==> src/rtl/crc_frame_encoder_if.sv <==
// Beat-level handshake bundle for crc_frame_encoder.
// The master side supplies input beats and the downstream stall.
// The slave side (the encoder) returns readiness, output beats and the overflow pulse.
interface crc_frame_encoder_if #(
    parameter int DATA_W = 8
);
    logic              startin;
    logic              pushin;
    logic              endin;
    logic [DATA_W-1:0] datain;
    logic              readyout;
    logic              stopin;
    logic              pushout;
    logic              startout;
    logic              endout;
    logic [DATA_W-1:0] dataout;
    logic              errout;

    modport master (
        output startin, pushin, endin, datain, stopin,
        input  readyout, pushout, startout, endout, dataout, errout
    );

    modport slave (
        input  startin, pushin, endin, datain, stopin,
        output readyout, pushout, startout, endout, dataout, errout
    );
endinterface

==> src/rtl/crc_frame_encoder.sv <==
// crc_frame_encoder: collects one frame of beats, computes an MSB-first CRC
// on the fly, then replays the payload followed by the CRC beats under
// downstream back-pressure.
// Optional feature: define CRC_ENC_FRAMECNT_EN to add the frames_out /
// drops_out statistics counters.
//
// state        | meaning
// -------------+-----------------------------------------------------------
// ST_IDLE      | waiting for a beat with startin; readyout high
// ST_COLLECT   | storing payload beats and updating the CRC; readyout high
// ST_SEND_DATA | replaying buffered payload beats; readyout low
// ST_SEND_CRC  | emitting (crc ^ XOROUT) most-significant beat first
module crc_frame_encoder #(
    parameter int               DATA_W = 8,
    parameter int               DEPTH  = 16,
    parameter int               CRC_W  = 32,
    parameter logic [CRC_W-1:0] POLY   = 32'h04C11DB7,
    parameter logic [CRC_W-1:0] INIT   = 32'hFFFFFFFF,
    parameter logic [CRC_W-1:0] XOROUT = 32'h00000000
) (
    input  logic                     clk,
    input  logic                     reset,
`ifdef CRC_ENC_FRAMECNT_EN
    output logic [15:0]              frames_out,
    output logic [15:0]              drops_out,
`endif
    crc_frame_encoder_if.slave       bus
);

    localparam int AW        = $clog2(DEPTH);
    localparam int CNT_W     = AW + 1;
    localparam int CRC_BEATS = CRC_W / DATA_W;
    localparam int CB_W      = $clog2(CRC_BEATS) + 1;

    typedef enum logic [1:0] {
        ST_IDLE,
        ST_COLLECT,
        ST_SEND_DATA,
        ST_SEND_CRC
    } state_t;

    state_t            state_q, state_d;
    logic [CNT_W-1:0]  count_q, count_d;
    logic [CRC_W-1:0]  crc_q, crc_d;
    logic [AW-1:0]     rd_idx_q, rd_idx_d;
    logic [CB_W-1:0]   crc_beat_q, crc_beat_d;
    logic [CRC_W-1:0]  tx_sh_q, tx_sh_d;
    logic              ready_q, ready_d;
    logic              push_q, push_d;
    logic              start_q, start_d;
    logic              end_q, end_d;
    logic [DATA_W-1:0] data_q, data_d;
    logic              err_q, err_d;

    logic [DATA_W-1:0] mem [DEPTH];
    logic              wr_en;
    logic [AW-1:0]     wr_addr;
    logic [DATA_W-1:0] wr_data;

    logic              accept;
    logic              consume;
    logic              last_payload;
    logic [CRC_W-1:0]  crc_fin;

    // One DATA_W-bit step of the non-reflected CRC, MSB of the beat first.
    function automatic logic [CRC_W-1:0] crc_step(
        input logic [CRC_W-1:0]  crc_in,
        input logic [DATA_W-1:0] data
    );
        logic [CRC_W-1:0] c;
        logic             fb;
        c = crc_in;
        for (int i = DATA_W - 1; i >= 0; i--) begin
            fb = c[CRC_W-1] ^ data[i];
            c  = {c[CRC_W-2:0], 1'b0} ^ (fb ? POLY : '0);
        end
        return c;
    endfunction

    assign accept       = bus.pushin && ready_q;
    assign consume      = push_q && !bus.stopin;
    assign last_payload = (CNT_W'(rd_idx_q) == count_q - CNT_W'(1));
    assign crc_fin      = crc_q ^ XOROUT;

    // Next-state and next-output logic; every output is registered, so the
    // beat that goes out next cycle is chosen here.
    always_comb begin
        state_d    = state_q;
        count_d    = count_q;
        crc_d      = crc_q;
        rd_idx_d   = rd_idx_q;
        crc_beat_d = crc_beat_q;
        tx_sh_d    = tx_sh_q;
        push_d     = push_q;
        start_d    = start_q;
        end_d      = end_q;
        data_d     = data_q;
        err_d      = 1'b0;
        wr_en      = 1'b0;
        wr_addr    = count_q[AW-1:0];
        wr_data    = bus.datain;

        unique case (state_q)
            ST_IDLE, ST_COLLECT: begin
                if (accept && bus.startin) begin
                    // A start beat always (re)opens a frame, also mid-collect.
                    wr_en   = 1'b1;
                    wr_addr = '0;
                    crc_d   = crc_step(INIT, bus.datain);
                    count_d = CNT_W'(1);
                    if (bus.endin) begin
                        // Single-beat frame: buffer is written this same edge,
                        // so the first output beat comes straight from datain.
                        state_d  = ST_SEND_DATA;
                        push_d   = 1'b1;
                        start_d  = 1'b1;
                        end_d    = 1'b0;
                        data_d   = bus.datain;
                        rd_idx_d = '0;
                    end else begin
                        state_d = ST_COLLECT;
                    end
                end else if (accept && state_q == ST_COLLECT) begin
                    if (count_q == CNT_W'(DEPTH)) begin
                        err_d   = 1'b1;
                        state_d = ST_IDLE;
                        count_d = '0;
                        crc_d   = INIT;
                    end else begin
                        wr_en   = 1'b1;
                        crc_d   = crc_step(crc_q, bus.datain);
                        count_d = count_q + CNT_W'(1);
                        if (bus.endin) begin
                            state_d  = ST_SEND_DATA;
                            push_d   = 1'b1;
                            start_d  = 1'b1;
                            end_d    = 1'b0;
                            data_d   = mem[0];
                            rd_idx_d = '0;
                        end
                    end
                end
            end

            ST_SEND_DATA: begin
                if (consume) begin
                    start_d = 1'b0;
                    if (last_payload) begin
                        state_d    = ST_SEND_CRC;
                        data_d     = crc_fin[CRC_W-1 -: DATA_W];
                        tx_sh_d    = crc_fin << DATA_W;
                        crc_beat_d = '0;
                        end_d      = (CRC_BEATS == 1);
                    end else begin
                        rd_idx_d = rd_idx_q + AW'(1);
                        data_d   = mem[rd_idx_q + AW'(1)];
                    end
                end
            end

            ST_SEND_CRC: begin
                if (consume) begin
                    if (crc_beat_q == CB_W'(CRC_BEATS - 1)) begin
                        state_d = ST_IDLE;
                        push_d  = 1'b0;
                        end_d   = 1'b0;
                        data_d  = '0;
                        count_d = '0;
                        crc_d   = INIT;
                    end else begin
                        crc_beat_d = crc_beat_q + CB_W'(1);
                        data_d     = tx_sh_q[CRC_W-1 -: DATA_W];
                        tx_sh_d    = tx_sh_q << DATA_W;
                        end_d      = (crc_beat_q + CB_W'(1) == CB_W'(CRC_BEATS - 1));
                    end
                end
            end

            default: begin
                state_d = ST_IDLE;
            end
        endcase

        ready_d = (state_d == ST_IDLE) || (state_d == ST_COLLECT);
    end

    // State register.
    always_ff @(posedge clk or negedge reset) begin
        if (!reset) begin
            state_q <= ST_IDLE;
        end else begin
            state_q <= state_d;
        end
    end

    // Datapath and registered output stage.
    always_ff @(posedge clk or negedge reset) begin
        if (!reset) begin
            count_q    <= '0;
            crc_q      <= INIT;
            rd_idx_q   <= '0;
            crc_beat_q <= '0;
            tx_sh_q    <= '0;
            ready_q    <= 1'b0;
            push_q     <= 1'b0;
            start_q    <= 1'b0;
            end_q      <= 1'b0;
            data_q     <= '0;
            err_q      <= 1'b0;
        end else begin
            count_q    <= count_d;
            crc_q      <= crc_d;
            rd_idx_q   <= rd_idx_d;
            crc_beat_q <= crc_beat_d;
            tx_sh_q    <= tx_sh_d;
            ready_q    <= ready_d;
            push_q     <= push_d;
            start_q    <= start_d;
            end_q      <= end_d;
            data_q     <= data_d;
            err_q      <= err_d;
        end
    end

    // Payload buffer; contents are don't-care outside a frame, so no reset.
    always_ff @(posedge clk) begin
        if (wr_en) begin
            mem[wr_addr] <= wr_data;
        end
    end

`ifdef CRC_ENC_FRAMECNT_EN
    // Statistics: completed frames and overflow drops, wrapping at 16 bits.
    always_ff @(posedge clk or negedge reset) begin
        if (!reset) begin
            frames_out <= '0;
            drops_out  <= '0;
        end else begin
            if (consume && end_q) begin
                frames_out <= frames_out + 16'd1;
            end
            if (err_q) begin
                drops_out <= drops_out + 16'd1;
            end
        end
    end
`endif

    assign bus.readyout = ready_q;
    assign bus.pushout  = push_q;
    assign bus.startout = start_q;
    assign bus.endout   = end_q;
    assign bus.dataout  = data_q;
    assign bus.errout   = err_q;

endmodule

==> src/flat_wrapper.sv <==
// flat-port wrapper written by rule: the top's interface ports become plain ports
module crc_frame_encoder_flat 
#(
    parameter int               DATA_W = 8,
    parameter int               DEPTH  = 16,
    parameter int               CRC_W  = 32,
    parameter logic [CRC_W-1:0] POLY   = 32'h04C11DB7,
    parameter logic [CRC_W-1:0] INIT   = 32'hFFFFFFFF,
    parameter logic [CRC_W-1:0] XOROUT = 32'h00000000
)
  (clk, reset, bus_startin, bus_pushin, bus_endin, bus_datain, bus_stopin, bus_readyout, bus_pushout, bus_startout, bus_endout, bus_dataout, bus_errout);
  crc_frame_encoder_if #(.DATA_W(DATA_W)) bus_i ();
  input  logic clk;
  input  logic reset;
  input wire logic [$bits(bus_i.startin)-1:0] bus_startin;
  input wire logic [$bits(bus_i.pushin)-1:0] bus_pushin;
  input wire logic [$bits(bus_i.endin)-1:0] bus_endin;
  input wire logic [$bits(bus_i.datain)-1:0] bus_datain;
  input wire logic [$bits(bus_i.stopin)-1:0] bus_stopin;
  output wire logic [$bits(bus_i.readyout)-1:0] bus_readyout;
  output wire logic [$bits(bus_i.pushout)-1:0] bus_pushout;
  output wire logic [$bits(bus_i.startout)-1:0] bus_startout;
  output wire logic [$bits(bus_i.endout)-1:0] bus_endout;
  output wire logic [$bits(bus_i.dataout)-1:0] bus_dataout;
  output wire logic [$bits(bus_i.errout)-1:0] bus_errout;
  assign bus_i.startin = bus_startin;
  assign bus_i.pushin = bus_pushin;
  assign bus_i.endin = bus_endin;
  assign bus_i.datain = bus_datain;
  assign bus_i.stopin = bus_stopin;
  assign bus_readyout = bus_i.readyout;
  assign bus_pushout = bus_i.pushout;
  assign bus_startout = bus_i.startout;
  assign bus_endout = bus_i.endout;
  assign bus_dataout = bus_i.dataout;
  assign bus_errout = bus_i.errout;
  crc_frame_encoder #(.DATA_W(DATA_W), .DEPTH(DEPTH), .CRC_W(CRC_W), .POLY(POLY), .INIT(INIT), .XOROUT(XOROUT)) u_core (.clk(clk), .reset(reset), .bus(bus_i));
endmodule
==> config.mk <==
export PLATFORM = sky130hd
export DESIGN_NAME = crc_frame_encoder_flat
export DESIGN_NICKNAME = d
export VERILOG_FILES = /design/src/rtl/crc_frame_encoder_if.sv /design/src/rtl/crc_frame_encoder.sv /design/src/flat_wrapper.sv
export SDC_FILE = /design/constraint.sdc
export NUM_CORES = 1
export LEC_CHECK = 0
export ABC_AREA = 1
export BUFFER_PORTS_ARGS = -buffer_cell sky130_fd_sc_hd__buf_2
export CORE_UTILIZATION = 63
export DETAILED_ROUTE_END_ITERATION = 6
export HOLD_SLACK_MARGIN = 0.06
export PLACE_DENSITY = 0.82
export SLEW_MARGIN = 20
export SYNTH_ARGS = -nofsm -noshare
export SYNTH_HDL_FRONTEND = slang
export SYNTH_SLANG_ARGS = --single-unit
==> constraint.sdc <==
create_clock -name clk -period 2.85 [get_ports clk]
set_input_delay 0.285 -clock clk [delete_from_list [all_inputs] [get_ports clk]]
set_output_delay 0.285 -clock clk [all_outputs]
set_load 0.02 [all_outputs]
After elaboration in Yosys (flattened, before gate mapping) --
Memories as Yosys holds them, arrays and structs flattened. Cells that the tools add are included.
Word-level totals: register bits after elaboration 91, RAM bits 128, input bits 14, output and inout bits 13, word-level logic and storage cells 184, memories 1
Operators by class: $add $sub $neg 4, eq/ne operators 18, muxes and demuxes 99, bitwise gates (word level) 31, reductions and logical operators 19
Memories:
- u_core.mem | depth 16, width 8, read ports 2, clocked after memory_dff 0, write ports 1, line crc_frame_encoder.sv:55 | logic [DATA_W-1:0] mem [DEPTH];
Operator list (number):
- bitwise XOR 32 bit | 15
- 2-to-1 mux 27 bit | 16
- 2-to-1 mux 32 bit | 9
- case mux 32 bit (2 select lines) | 2
- 2-to-1 mux 8 bit | 9
- 2-to-1 mux 4 bit | 8
- NOT 31 bit | 1
- 2-to-1 mux 1 bit | 29
- 2-to-1 mux 5 bit | 5
- case mux 8 bit (3 select lines) | 1
- AND reduction 5 bit | 4
- 2-to-1 mux 2 bit | 9
- bitwise XOR 1 bit | 15
- 2-to-1 mux 3 bit | 4
- case mux 5 bit (2 select lines) | 1
- != test 2 x 1 -> 1 bit (second input constant) | 4
- case mux 4 bit (2 select lines) | 1
- AND reduction 4 bit | 2
- equality test 3 x 2 -> 1 bit (second input constant) | 2
- case mux 2 bit (3 select lines) | 1
- case mux 3 bit (2 select lines) | 1
- AND reduction 6 bit | 1
- nonzero test 2 bit | 3
- adder 5 x 1 -> 5 bit (second input constant) | 1
- 19 further kinds | 27

Logic depth before layout (Yosys ltp) --
Gate-level depths: netlist (run 1).
depth after elaboration 28, mapped depth 15, mapped depth without buffers 15

Least setup slack after synthesis (run 1) --
OpenSTA, ideal clock, no wires.
path kind flip-flop to flip-flop, from reg u_core.count_q[0], to mem u_core.mem[3][0] (enable), setup time 0.383 ns, arrival time 2.011 ns, required time 2.467 ns, path slack 0.456 ns, cell stages (with the launch flop) 10, buffers on the path 0, clock period less this slack 2.394 ns, cell sequence dfrtp_1 inv_2 ha_1 nand2_1 nor2_1 nand2_1 inv_1 nor3_1 inv_1 nor3_1
Between the ends: longest elaborated chain between the ends 7, elaborated cells on any way between the ends 9
RTL lines:
- start, declared | line crc_frame_encoder.sv:43 | logic [CNT_W-1:0] count_q, count_d;
- start signal, assigned | line crc_frame_encoder.sv:211 | count_q <= count_d;
- equality test 5 bit | line crc_frame_encoder.sv:124 | if (count_q == CNT_W'(DEPTH)) begin
- 2-to-1 mux 1 bit | line crc_frame_encoder.sv:124
- 2-to-1 mux 1 bit | line crc_frame_encoder.sv:123 | end else if (accept && state_q == ST_COLLECT) begin
- 2-to-1 mux 1 bit | line crc_frame_encoder.sv:105 | if (accept && bus.startin) begin
- 2-to-1 mux 1 bit | line crc_frame_encoder.sv:103 | unique case (state_q)
- 2-to-1 mux 1 bit | line crc_frame_encoder.sv:227 | if (wr_en) begin
- 2-to-1 mux 1 bit (not written as such) | line crc_frame_encoder.sv:228 | mem[wr_addr] <= wr_data;
- end, declared | line crc_frame_encoder.sv:55
Parallel ways exist; a longest one is shown, timed or not.

Worst setup path in the final report (run 1) --
from reg u_core.count_q[0], to mem u_core.mem[2][4] (enable)
Same word-level chain as after synthesis.

==> results of run 1 <==
## flip-flops by register name (all words and copies together) (netlist names), 2 cells and up
register,flops
u_core.crc_fin,32
u_core.bus.dataout,8
u_core.rd_idx_q,4
u_core.mem,128
u_core.state_q,2
u_core.crc_beat_q,3
u_core.tx_sh_q,24
u_core.count_q,5
## per-layer routing
layer / track usage / routed length [microns]
met1: 0.514 / 12700
met3: 0.0697 / 3900
met5: 0 / 0
met2: 0.524 / 14200
met4: 0.109 / 850
## path summary, 6_finish.rpt
check	depth (start not counted)	slack [ns]	startpoint	endpoint
max	10	0.25	u_core.count_q[0]	u_core.mem[2][4]
min	3	0.08	bus_endin	u_core.bus.pushout
max reg2reg	10	0.25	u_core.count_q[0]	u_core.mem[2][4]
min reg2reg	2	0.49	u_core.bus.dataout[2]	u_core.bus.dataout[2]
max in group asynchronous	3	1.53	reset	u_core.crc_fin[25]
min in group asynchronous	2	0.44	reset	u_core.bus.dataout[1]
## stage by stage
step | utilization | instance area [sq um] | hold WS (ns) | total power [mW]
finish | 0.718 | 12500 | 0.0824 | 14.1
global route | 0.718 | 12500 | 0.121 | 15.0
CTS | 0.718 | 12500 | 0.0719 | 14.0
detailed placement | 0.675 | 11800 | 0.483 | 11.0
global placement | 0.675 | 11800 | 0.471 | 10.9
floorplan | - | 11300 | -0.0106 | 9.19
## cell type report
cell class,count,area [sq um],area share
Sequential cell,211,5960,0.477
Tap cell,225,282,0.0225
Clock buffer,30,612,0.0489
Inverter,140,526,0.0420
Multi-Input combinational cell,962,4560,0.364
Clock inverter,12,121,0.00971
Timing Repair Buffer,67,443,0.0354
## kinds of logic after synthesis
kind of cell	synth area share
buffers and inverters	0.0701
flip-flops	0.527
XOR/XNOR	0.0378
AO/OA/AOI/OAI	0.0785
adder cells (fa/ha/maj)	0.00664
AND/OR/NAND/NOR	0.280
## cell usage after synthesis (all sizes together) (11+ instances only)
| master | n |
|---|---|
| xnor2 | 14 |
| o21ai | 78 |
| nand2 | 454 |
| xor2 | 31 |
| edfxtp | 128 |
| clkbuf | 34 |
| a21oi | 58 |
| dfrtp | 51 |
| nor2 | 91 |
| buf | 22 |
| nand4 | 11 |
| nand3 | 175 |
| dfstp | 32 |
| inv | 139 |
## worst min-delay path, stage by stage
cell                      delay, ns
sky130_fd_sc_hd__buf_2         0.14
sky130_fd_sc_hd__nand3_1       0.08
sky130_fd_sc_hd__a32oi_1       0.05
## power by group
part	switching, mW	total, mW	internal [mW]
registers	0.579	4.62	4.05
logic	4.58	6.62	2.04
clock network	1.24	2.88	1.64
==> flow_metrics.py, run 1 <==
metrics = {
    "clock_tree": {
        "cts.path.max_buffers": 3,
        "cts.htree.levels": 1,
        "clk_root_buffer_cell": "sky130_fd_sc_hd__clkbuf_16",
        "clock_insertion_delay_worst_skew_ns": 0.53,
        "worst_setup_hold_path_clk_slew_ns": 0.06,
        "cts_post_setup_buffers_inserted": 0,
        "tritoncts.num_buffers": 23,
        "total_number_of_clock_tree_sinks": 211,
        "tritoncts": "yes",
        "ctsHoldBuffers": 1,
        "cts_resized": 0,
    },
    "timing": {
        "final.setup_skew_ns": 0.0175,
        "fmax_ghz": 0.384,
        "report.final.setup_viol": 0,
        "finalWorstSetupSlack_ns": 0.249,
        "max_slew_margin": 0.356,
        "setup_tns_ns": 0,
        "post-route-min-period_ns": 2.60,
        "worstMarginPinSlew_ns": 0.966,
        "hold_viol_final": 0,
        "final_max_slew_viol_count": 0,
        "grt_setup_unrepaired": "false",
        "finalCritPeriodShare": 0.913,
    },
    "layout": {
        "net_count_reported_at_finish": 1425,
        "layout_commonest_cell": "sky130_fd_sc_hd__nand2_1",
        "mostFrequentLayoutCells": "447 x sky130_fd_sc_hd__nand2_1, 173 x sky130_fd_sc_hd__nand3_1, 128 x sky130_fd_sc_hd__inv_1, 128 x sky130_fd_sc_hd__edfxtp_1, 87 x sky130_fd_sc_hd__nor2_1",
        "final_layout_size_suffix_gt1_frac": 0.121,
        "stdcell_count": 1647,
        "syn_to_final_growth_pct": 10.5,
        "num_antenna_cells": 0,
        "num-fill-cells": 1322,
    },
    "placed_design": {
        "post-place-cells": 1604,
        "post-dp-hpwl_microns": 21900,
        "globalplace.congestion": 0.976,
        "dp_slack_ns": 0.421,
        "port_bufs": 26,
    },
    "global_route": {
        "grt_max_degree": 75,
        "wire_length_of_the_first_global_routing_pass_microns": 48700,
        "antenna_violations_before_repair": 0,
        "first_global_vias": 8916,
        "globalRoute.totalOverflow": 0,
        "grt.total_usage": 0.350,
    },
    "yosys": {
        "ys_top_cells_by_area": "sky130_fd_sc_hd__edfxtp_1 34%, sky130_fd_sc_hd__nand2_1 15%, sky130_fd_sc_hd__dfrtp_1 11%",
        "synth.ff_latch_count": 211,
        "ys_types": 44,
        "synth_edf_count": 128,
        "synth.net_count": 1389,
        "synth.yosys.seq_area_share": 0.527,
        "syn-mean-instance-area_sq_um": 8.26,
        "postSynth.asyncResetShare": 0.393,
        "post-synth-top-area-cell": "sky130_fd_sc_hd__edfxtp_1",
        "ys_dominant_reg_cell": "sky130_fd_sc_hd__edfxtp_1",
        "synth_area_sq_um": 11300,
        "synthesis.yosys.warnings": 0,
        "share_of_yosys_cell_area_claimed_by_the_top_area_cell_type": 0.340,
        "synthCells": 1369,
    },
    "die": {
        "core.rowCount": 48,
        "ports_placed_on_the_boundary": 27,
        "design.die.area_sq_um": 18500,
        "die_height_microns": 136,
        "initial_core_util": 0.649,
        "design.core.area_sq_um": 17400,
        "die-width_microns": 136,
    },
    "routing": {
        "ant_nets": 0,
        "wl_per_cell_microns": 19.2,
        "vias": 9872,
        "drc_errors": 3,
        "drt-vias-per-instance": 5.99,
        "number_of_violations_reported_at_the_end_of_detailed_routing_iteration_0": 1348,
        "total_wirelength_microns": 31600,
        "drtPass1Iterations": 7,
    },
    "setup_path": {
        "timing.critical_path.buf_inv": 3,
        "worstPathRequired_ns": 3.08,
        "timing.critical_path.from_type": "flip-flop",
        "cp-end-kind": "flip-flop",
        "cpMaxStageDelayCell": "sky130_fd_sc_hd__dfrtp_1",
        "crit_path_cell_trace": "inv_2, ha_1, nand2_1, nor2_1, nand2_1, inv_1, nor3_1, nand3_1, nor2_1, buf_4",
        "worst_setup_path_class": "flip-flop to flip-flop",
        "worstPathMaxFanout": 9,
        "worstPathArrival_ns": 2.83,
        "critical-path-max-stage-delay_ns": 0.48,
        "top_family_by_delay_on_critical_path": "simple AND/OR/NAND/NOR gates",
    },
    "pwr": {
        "ir_drop_v": 0.000702,
        "static-leakage-power_nw": 5.68,
        "p_per_area_nw_per_um2": 1130,
    },
    "min_path": {
        "holdCritPathClass": "primary input to flip-flop",
    },
    "flow_run": {
        "max_cap_violations": 0,
    },
    "outcome": {
        "run_status": "complete, but fails checks",
        "violations_in_the_final_reports": "DRC",
    },
}
Power figures use the tool's default switching activity.
==> run 2: changes to the inputs <==
--- a/config.mk
+++ b/config.mk
@@ -7,10 +7,10 @@
 export LEC_CHECK = 0
 export ABC_AREA = 1
 export BUFFER_PORTS_ARGS = -buffer_cell sky130_fd_sc_hd__buf_2
-export CORE_UTILIZATION = 63
+export CORE_UTILIZATION = 55
 export DETAILED_ROUTE_END_ITERATION = 6
 export HOLD_SLACK_MARGIN = 0.06
-export PLACE_DENSITY = 0.82
+export PLACE_DENSITY = 0.73
 export SLEW_MARGIN = 20
 export SYNTH_ARGS = -nofsm -noshare
 export SYNTH_HDL_FRONTEND = slang
==> constraint.sdc (replaced) <==
create_clock -name clk -period 3.06 [get_ports clk]
set_input_delay 0.153 -clock clk [delete_from_list [all_inputs] [get_ports clk]]
set_output_delay 0.153 -clock clk [all_outputs]
set_load 0.02 [all_outputs]
==> flow_metrics.py, run 2 (synthesis results as in run 1) <==
metrics = {
    "die": {
        "die_height_microns": 145,
        "design.die.area_sq_um": 21100,
        "ports_placed_on_the_boundary": 27,
        "design.core.area_sq_um": 20200,
        "die-width_microns": 145,
        "initial_core_util": 0.561,
        "core.rowCount": 52,
    },
    "clock_tree": {
        "clk_root_buffer_cell": "sky130_fd_sc_hd__clkbuf_16",
        "cts_post_setup_buffers_inserted": 0,
        "worst_setup_hold_path_clk_slew_ns": 0.06,
        "cts.htree.levels": 1,
        "tritoncts": "yes",
        "cts.path.max_buffers": 3,
        "clock_insertion_delay_worst_skew_ns": 0.53,
        "total_number_of_clock_tree_sinks": 211,
        "tritoncts.num_buffers": 24,
        "ctsHoldBuffers": 4,
        "cts_resized": 0,
    },
    "timing": {
        "fin_hold_ws_ns": 0.0714,
        "final_max_slew_viol_count": 0,
        "worstMarginPinSlew_ns": 0.779,
        "grt_setup_unrepaired": "false",
        "finalWorstSetupSlack_ns": 0.320,
        "setup_tns_ns": 0,
        "fmax_ghz": 0.365,
        "final.setup_skew_ns": 0.0136,
        "report.final.setup_viol": 0,
        "max_slew_margin": 0.481,
        "post-route-min-period_ns": 2.74,
        "hold_viol_final": 0,
        "finalCritPeriodShare": 0.895,
    },
    "pwr": {
        "power_switching_share": 0.443,
        "seq_power_share": 0.325,
        "total_switching_power_mw": 5.90,
        "finalPower_mw": 13.3,
        "clock_power_share": 0.218,
        "p_per_area_nw_per_um2": 1050,
        "static-leakage-power_nw": 5.71,
        "p_int_mw": 7.41,
        "ir_drop_v": 0.000674,
        "p_comb_frac": 0.457,
    },
    "routing": {
        "drc_errors": 0,
        "vias": 9384,
        "wl_per_cell_microns": 18.6,
        "ant_nets": 0,
        "drt-vias-per-instance": 5.54,
        "number_of_violations_reported_at_the_end_of_detailed_routing_iteration_0": 1006,
        "drtPass1Iterations": 5,
        "total_wirelength_microns": 31500,
    },
    "global_route": {
        "antenna_violations_before_repair": 0,
        "first_global_vias": 8842,
        "wire_length_of_the_first_global_routing_pass_microns": 49600,
        "grt.total_usage": 0.304,
        "globalRoute.totalOverflow": 0,
        "grt_max_degree": 84,
    },
    "outcome": {
        "run_status": "finished, final reports clean",
    },
    "placed_design": {
        "post-place-cells": 1646,
        "port_bufs": 26,
        "dp_slack_ns": 0.372,
        "post-dp-hpwl_microns": 21800,
        "globalplace.congestion": 0.985,
    },
    "setup_path": {
        "crit_path_cell_trace": "inv_2, ha_1, nand2_1, nor2_1, nand2_1, inv_1, nor3_1, nand3_1, nor2_1",
        "timing.critical_path.buf_inv": 2,
        "top_family_by_delay_on_critical_path": "simple AND/OR/NAND/NOR gates",
        "worst_setup_path_class": "flip-flop to flip-flop",
        "critical-path-max-stage-delay_ns": 0.61,
        "timing.critical_path.from_type": "flip-flop",
        "cp-end-kind": "flip-flop",
        "worstPathArrival_ns": 2.91,
        "cpMaxStageDelayCell": "sky130_fd_sc_hd__nor2_1",
        "worstPathMaxFanout": 9,
        "worstPathRequired_ns": 3.23,
    },
    "layout": {
        "final_layout_size_suffix_gt1_frac": 0.121,
        "largest-register": "u_core.mem",
        "mostFrequentLayoutCells": "447 x sky130_fd_sc_hd__nand2_1, 173 x sky130_fd_sc_hd__nand3_1, 128 x sky130_fd_sc_hd__inv_1, 128 x sky130_fd_sc_hd__edfxtp_1, 87 x sky130_fd_sc_hd__nor2_1",
        "num_antenna_cells": 0,
        "stdcell_count": 1693,
        "syn_to_final_growth_pct": 11.9,
        "num-fill-cells": 1681,
        "net_count_reported_at_finish": 1426,
        "layout_commonest_cell": "sky130_fd_sc_hd__nand2_1",
        "largest_register_ff_count": 128,
    },
    "min_path": {
        "holdCritPathClass": "primary input to flip-flop",
    },
    "flow_run": {
        "max_cap_violations": 0,
    },
}
[run 2: cell types whose count changed in the layout (fill, tap and decap cells not counted), sizes merged]
cell,previous run,this run
bufinv,1,2
buf,66,63
dlygate4sd3,1,4
inv,142,139
clkbuf,30,33
[run 2: area by class of cell]
| cell class | instances | area [sq um] | area share |
|---|---|---|---|
| clock buffers | 33 | 684 | 0.0541 |
| clock inverters | 10 | 131 | 0.0104 |
| inverters | 140 | 526 | 0.0415 |
| multi-input cells | 962 | 4560 | 0.360 |
| flip-flops and latches | 211 | 5960 | 0.471 |
| well taps | 270 | 338 | 0.0267 |
| repair buffers | 67 | 454 | 0.0359 |
[run 2: final timing paths]
kind	from	endpoint	cells after the start	slack [ns]
worst max-delay path	u_core.count_q[0]	u_core.mem[1][3]	9	0.32
worst min-delay path	bus_stopin	u_core.crc_beat_q[0]	5	0.07
worst max register to register	u_core.count_q[0]	u_core.mem[1][3]	9	0.32
worst min register to register	u_core.bus.dataout[2]	u_core.bus.dataout[2]	2	0.48
max in group asynchronous	reset	u_core.rd_idx_q[0]	2	2.26
min in group asynchronous	reset	u_core.tx_sh_q[28]	2	0.26
[run 2: power by group through the flow]
stage / logic (mW) / clock network [mW] / registers (mW)
after floorplan: 4.37 / 0 / 4.19
after global placement: 5.86 / 0 / 4.33
after detailed placement: 5.96 / 0 / 4.35
after CTS: 6.00 / 2.93 / 4.30
after global routing: 6.85 / 3.05 / 4.38
final: 6.08 / 2.91 / 4.33
[run 2: through the flow]
stage | instance area, sq um | util
after floorplan | 11300 | -
after global placement | 11800 | 0.585
after detailed placement | 11800 | 0.585
after CTS | 12600 | 0.627
after global routing | 12700 | 0.627
final | 12700 | 0.627
[run 2: routing by layer]
layer  global-route usage  vias up  wire length [microns]
li1                     -     4572                      -
met1                0.441     4367                  13800
met2                0.467      393                  14200
met3               0.0605       52                   2840
met4               0.0879        0                    690
met5                    0        -                      0
[run 2: tightest hold or removal path, cell delays in order]
cell and delay [ns]:
sky130_fd_sc_hd__buf_2 0.07, sky130_fd_sc_hd__or2_2 0.14, sky130_fd_sc_hd__nor2_1 0.07, sky130_fd_sc_hd__nand2_1 0.05, sky130_fd_sc_hd__o21ai_0 0.06
==> run 3: changes to the inputs <==
--- a/config.mk
+++ b/config.mk
@@ -7,10 +7,12 @@
 export LEC_CHECK = 0
 export ABC_AREA = 1
 export BUFFER_PORTS_ARGS = -buffer_cell sky130_fd_sc_hd__buf_2
+export CORE_MARGIN = 4
 export CORE_UTILIZATION = 55
 export DETAILED_ROUTE_END_ITERATION = 6
 export HOLD_SLACK_MARGIN = 0.06
 export PLACE_DENSITY = 0.73
+export REMOVE_ABC_BUFFERS = 1
 export SLEW_MARGIN = 20
 export SYNTH_ARGS = -nofsm -noshare
 export SYNTH_HDL_FRONTEND = slang
==> flow_metrics.py, run 3 (synthesis results as in run 1) <==
metrics = {
    "global_route": {
        "globalRoute.totalOverflow": 0,
        "first_global_vias": 8761,
        "grt_max_degree": 84,
        "grt.total_usage": 0.280,
        "wire_length_of_the_first_global_routing_pass_microns": 49100,
        "antenna_violations_before_repair": 0,
    },
    "timing": {
        "worstMarginPinSlew_ns": 0.796,
        "setup_tns_ns": 0,
        "grt_setup_unrepaired": "false",
        "max_slew_margin": 0.470,
        "final.setup_skew_ns": 0.0121,
        "fmax_ghz": 0.373,
        "finalCritPeriodShare": 0.876,
        "report.final.setup_viol": 0,
        "post-route-min-period_ns": 2.68,
        "fin_hold_ws_ns": 0.0890,
        "hold_viol_final": 0,
        "final_max_slew_viol_count": 0,
    },
    "setup_path": {
        "timing.reg2reg.setup_slack_ns": 0.38,
        "reg2regPathDepth": 9,
        "worstPathArrival_ns": 2.84,
        "crit_path_cell_trace": "inv_2, ha_1, nand2_1, nor2_1, nand2_1, inv_1, nor3_1, nand3_1, nor2_1",
        "timing.rr.end": "u_core.mem[14][3]",
        "worst_setup_path_class": "flip-flop to flip-flop",
        "cpMaxStageDelayCell": "sky130_fd_sc_hd__nor2_1",
        "worstPathMaxFanout": 9,
        "timing.critical_path.from_type": "flip-flop",
        "cp-end-kind": "flip-flop",
        "worstPathRequired_ns": 3.22,
        "critical-path-max-stage-delay_ns": 0.58,
        "startpoint_of_the_worst_slack_reg_to_reg_timing_path": "u_core.count_q[0]",
    },
    "routing": {
        "vias": 9596,
        "drc_errors": 0,
        "wl_per_cell_microns": 18.7,
        "drt-vias-per-instance": 5.68,
        "ant_nets": 0,
        "number_of_violations_reported_at_the_end_of_detailed_routing_iteration_0": 1212,
        "drtPass1Iterations": 5,
        "total_wirelength_microns": 31600,
    },
    "layout": {
        "largest_register_ff_count": 128,
        "num_antenna_cells": 0,
        "largest-register": "u_core.mem",
        "layout_commonest_cell": "sky130_fd_sc_hd__nand2_1",
        "net_count_reported_at_finish": 1423,
        "final_non_filler_cell_area_sq_um": 12600,
        "final_layout_size_suffix_gt1_frac": 0.118,
        "syn_to_final_growth_pct": 11.6,
        "mostFrequentLayoutCells": "447 x sky130_fd_sc_hd__nand2_1, 173 x sky130_fd_sc_hd__nand3_1, 128 x sky130_fd_sc_hd__inv_1, 128 x sky130_fd_sc_hd__edfxtp_1, 87 x sky130_fd_sc_hd__nor2_1",
    },
    "flow_run": {
        "max_cap_violations": 0,
    },
    "min_path": {
        "holdCritStartpoint": "bus_stopin",
        "whs_endpoint": "u_core.crc_beat_q[0]",
        "holdCritPathClass": "primary input to flip-flop",
        "worst_hold_path_stage_count": 5,
    },
    "pwr": {
        "finalPower_mw": 13.3,
        "ir_drop_v": 0.000468,
        "p_per_area_nw_per_um2": 1050,
        "static-leakage-power_nw": 5.69,
    },
    "clock_tree": {
        "cts.path.max_buffers": 3,
        "clk_root_buffer_cell": "sky130_fd_sc_hd__clkbuf_16",
        "cts_post_setup_buffers_inserted": 0,
        "clock_insertion_delay_worst_skew_ns": 0.53,
        "cts_resized": 0,
        "cts.htree.levels": 1,
        "tritoncts.num_buffers": 23,
        "tritoncts": "yes",
        "worst_setup_hold_path_clk_slew_ns": 0.06,
        "total_number_of_clock_tree_sinks": 211,
    },
    "placed_design": {
        "port_bufs": 26,
        "globalplace.congestion": 0.999,
        "post-dp-hpwl_microns": 22000,
        "place_area_sq_um": 11800,
    },
    "die": {
        "ports_placed_on_the_boundary": 27,
        "design.core.area_sq_um": 20200,
        "die-width_microns": 151,
        "die_height_microns": 151,
        "design.die.area_sq_um": 22900,
        "core.rowCount": 52,
        "initial_core_util": 0.559,
    },
    "outcome": {
        "run_status": "finished, final reports clean",
    },
}
run 3: cell type report:
type	count	area, sq um
Clock buffer	32	669
Clock inverter	10	125
Fill cell	1743	7610
Inverter	140	526
Multi-Input combinational cell	962	4560
Sequential cell	211	5960
Tap cell	270	338
Timing Repair Buffer	65	444
run 3: worst max-delay path by stage:
stage	from	to	slack, ns	cells past startpoint
after global placement	u_core.count_q[0]	u_core.mem[13][4]	0.50	9
after floorplan	u_core.rd_idx_q[0]	u_core.tx_sh_q[24]	-0.22	10
after CTS	u_core.count_q[0]	u_core.mem[14][5]	0.41	9
after detailed placement	u_core.count_q[0]	u_core.mem[14][5]	0.43	9
final	u_core.count_q[0]	u_core.mem[14][3]	0.38	9
after global routing	u_core.count_q[0]	u_core.mem[14][3]	0.20	9
run 3: metrics by stage:
step	worst slack, ns	std cells	utilization
global placement	0.498	1642	0.581
global route	0.197	1690	0.624
CTS	0.409	1690	0.624
detailed placement	0.428	1642	0.581
finish	0.380	1690	0.624
floorplan	-0.220	1313	-
run 3: metal layers:
metal | share of wire | global-route usage | vias to the layer above
met3 | 0.096 | 0.0518 | 62
met1 | 0.42 | 0.405 | 4545
met5 | 0 | 0 | -
met4 | 0.025 | 0.0775 | 0
li1 | - | - | 4562
met2 | 0.46 | 0.434 | 427
run 3: timing repair:
| item | CTS | global route |
|---|---|---|
| hold buffers | 6 | 0 |
| endpoints found under the setup margin | 0 | 0 |
| hold endpoints to repair | 63 | 0 |
run 3: critical path, delay by kind of cell (launching register included):
family                   cells  cell delay [ns]
AND/OR/NAND/NOR              6             1.36
flip-flops                   1             0.46
adder cells (fa/ha/maj)      1             0.25
buffers and inverters        2             0.24
run 3: report_power, final:
group	switching (mW)	total [mW]	internal, mW
Clock	1.16	2.87	1.71
Sequential	0.533	4.30	3.77
Combinational	4.23	6.12	1.88
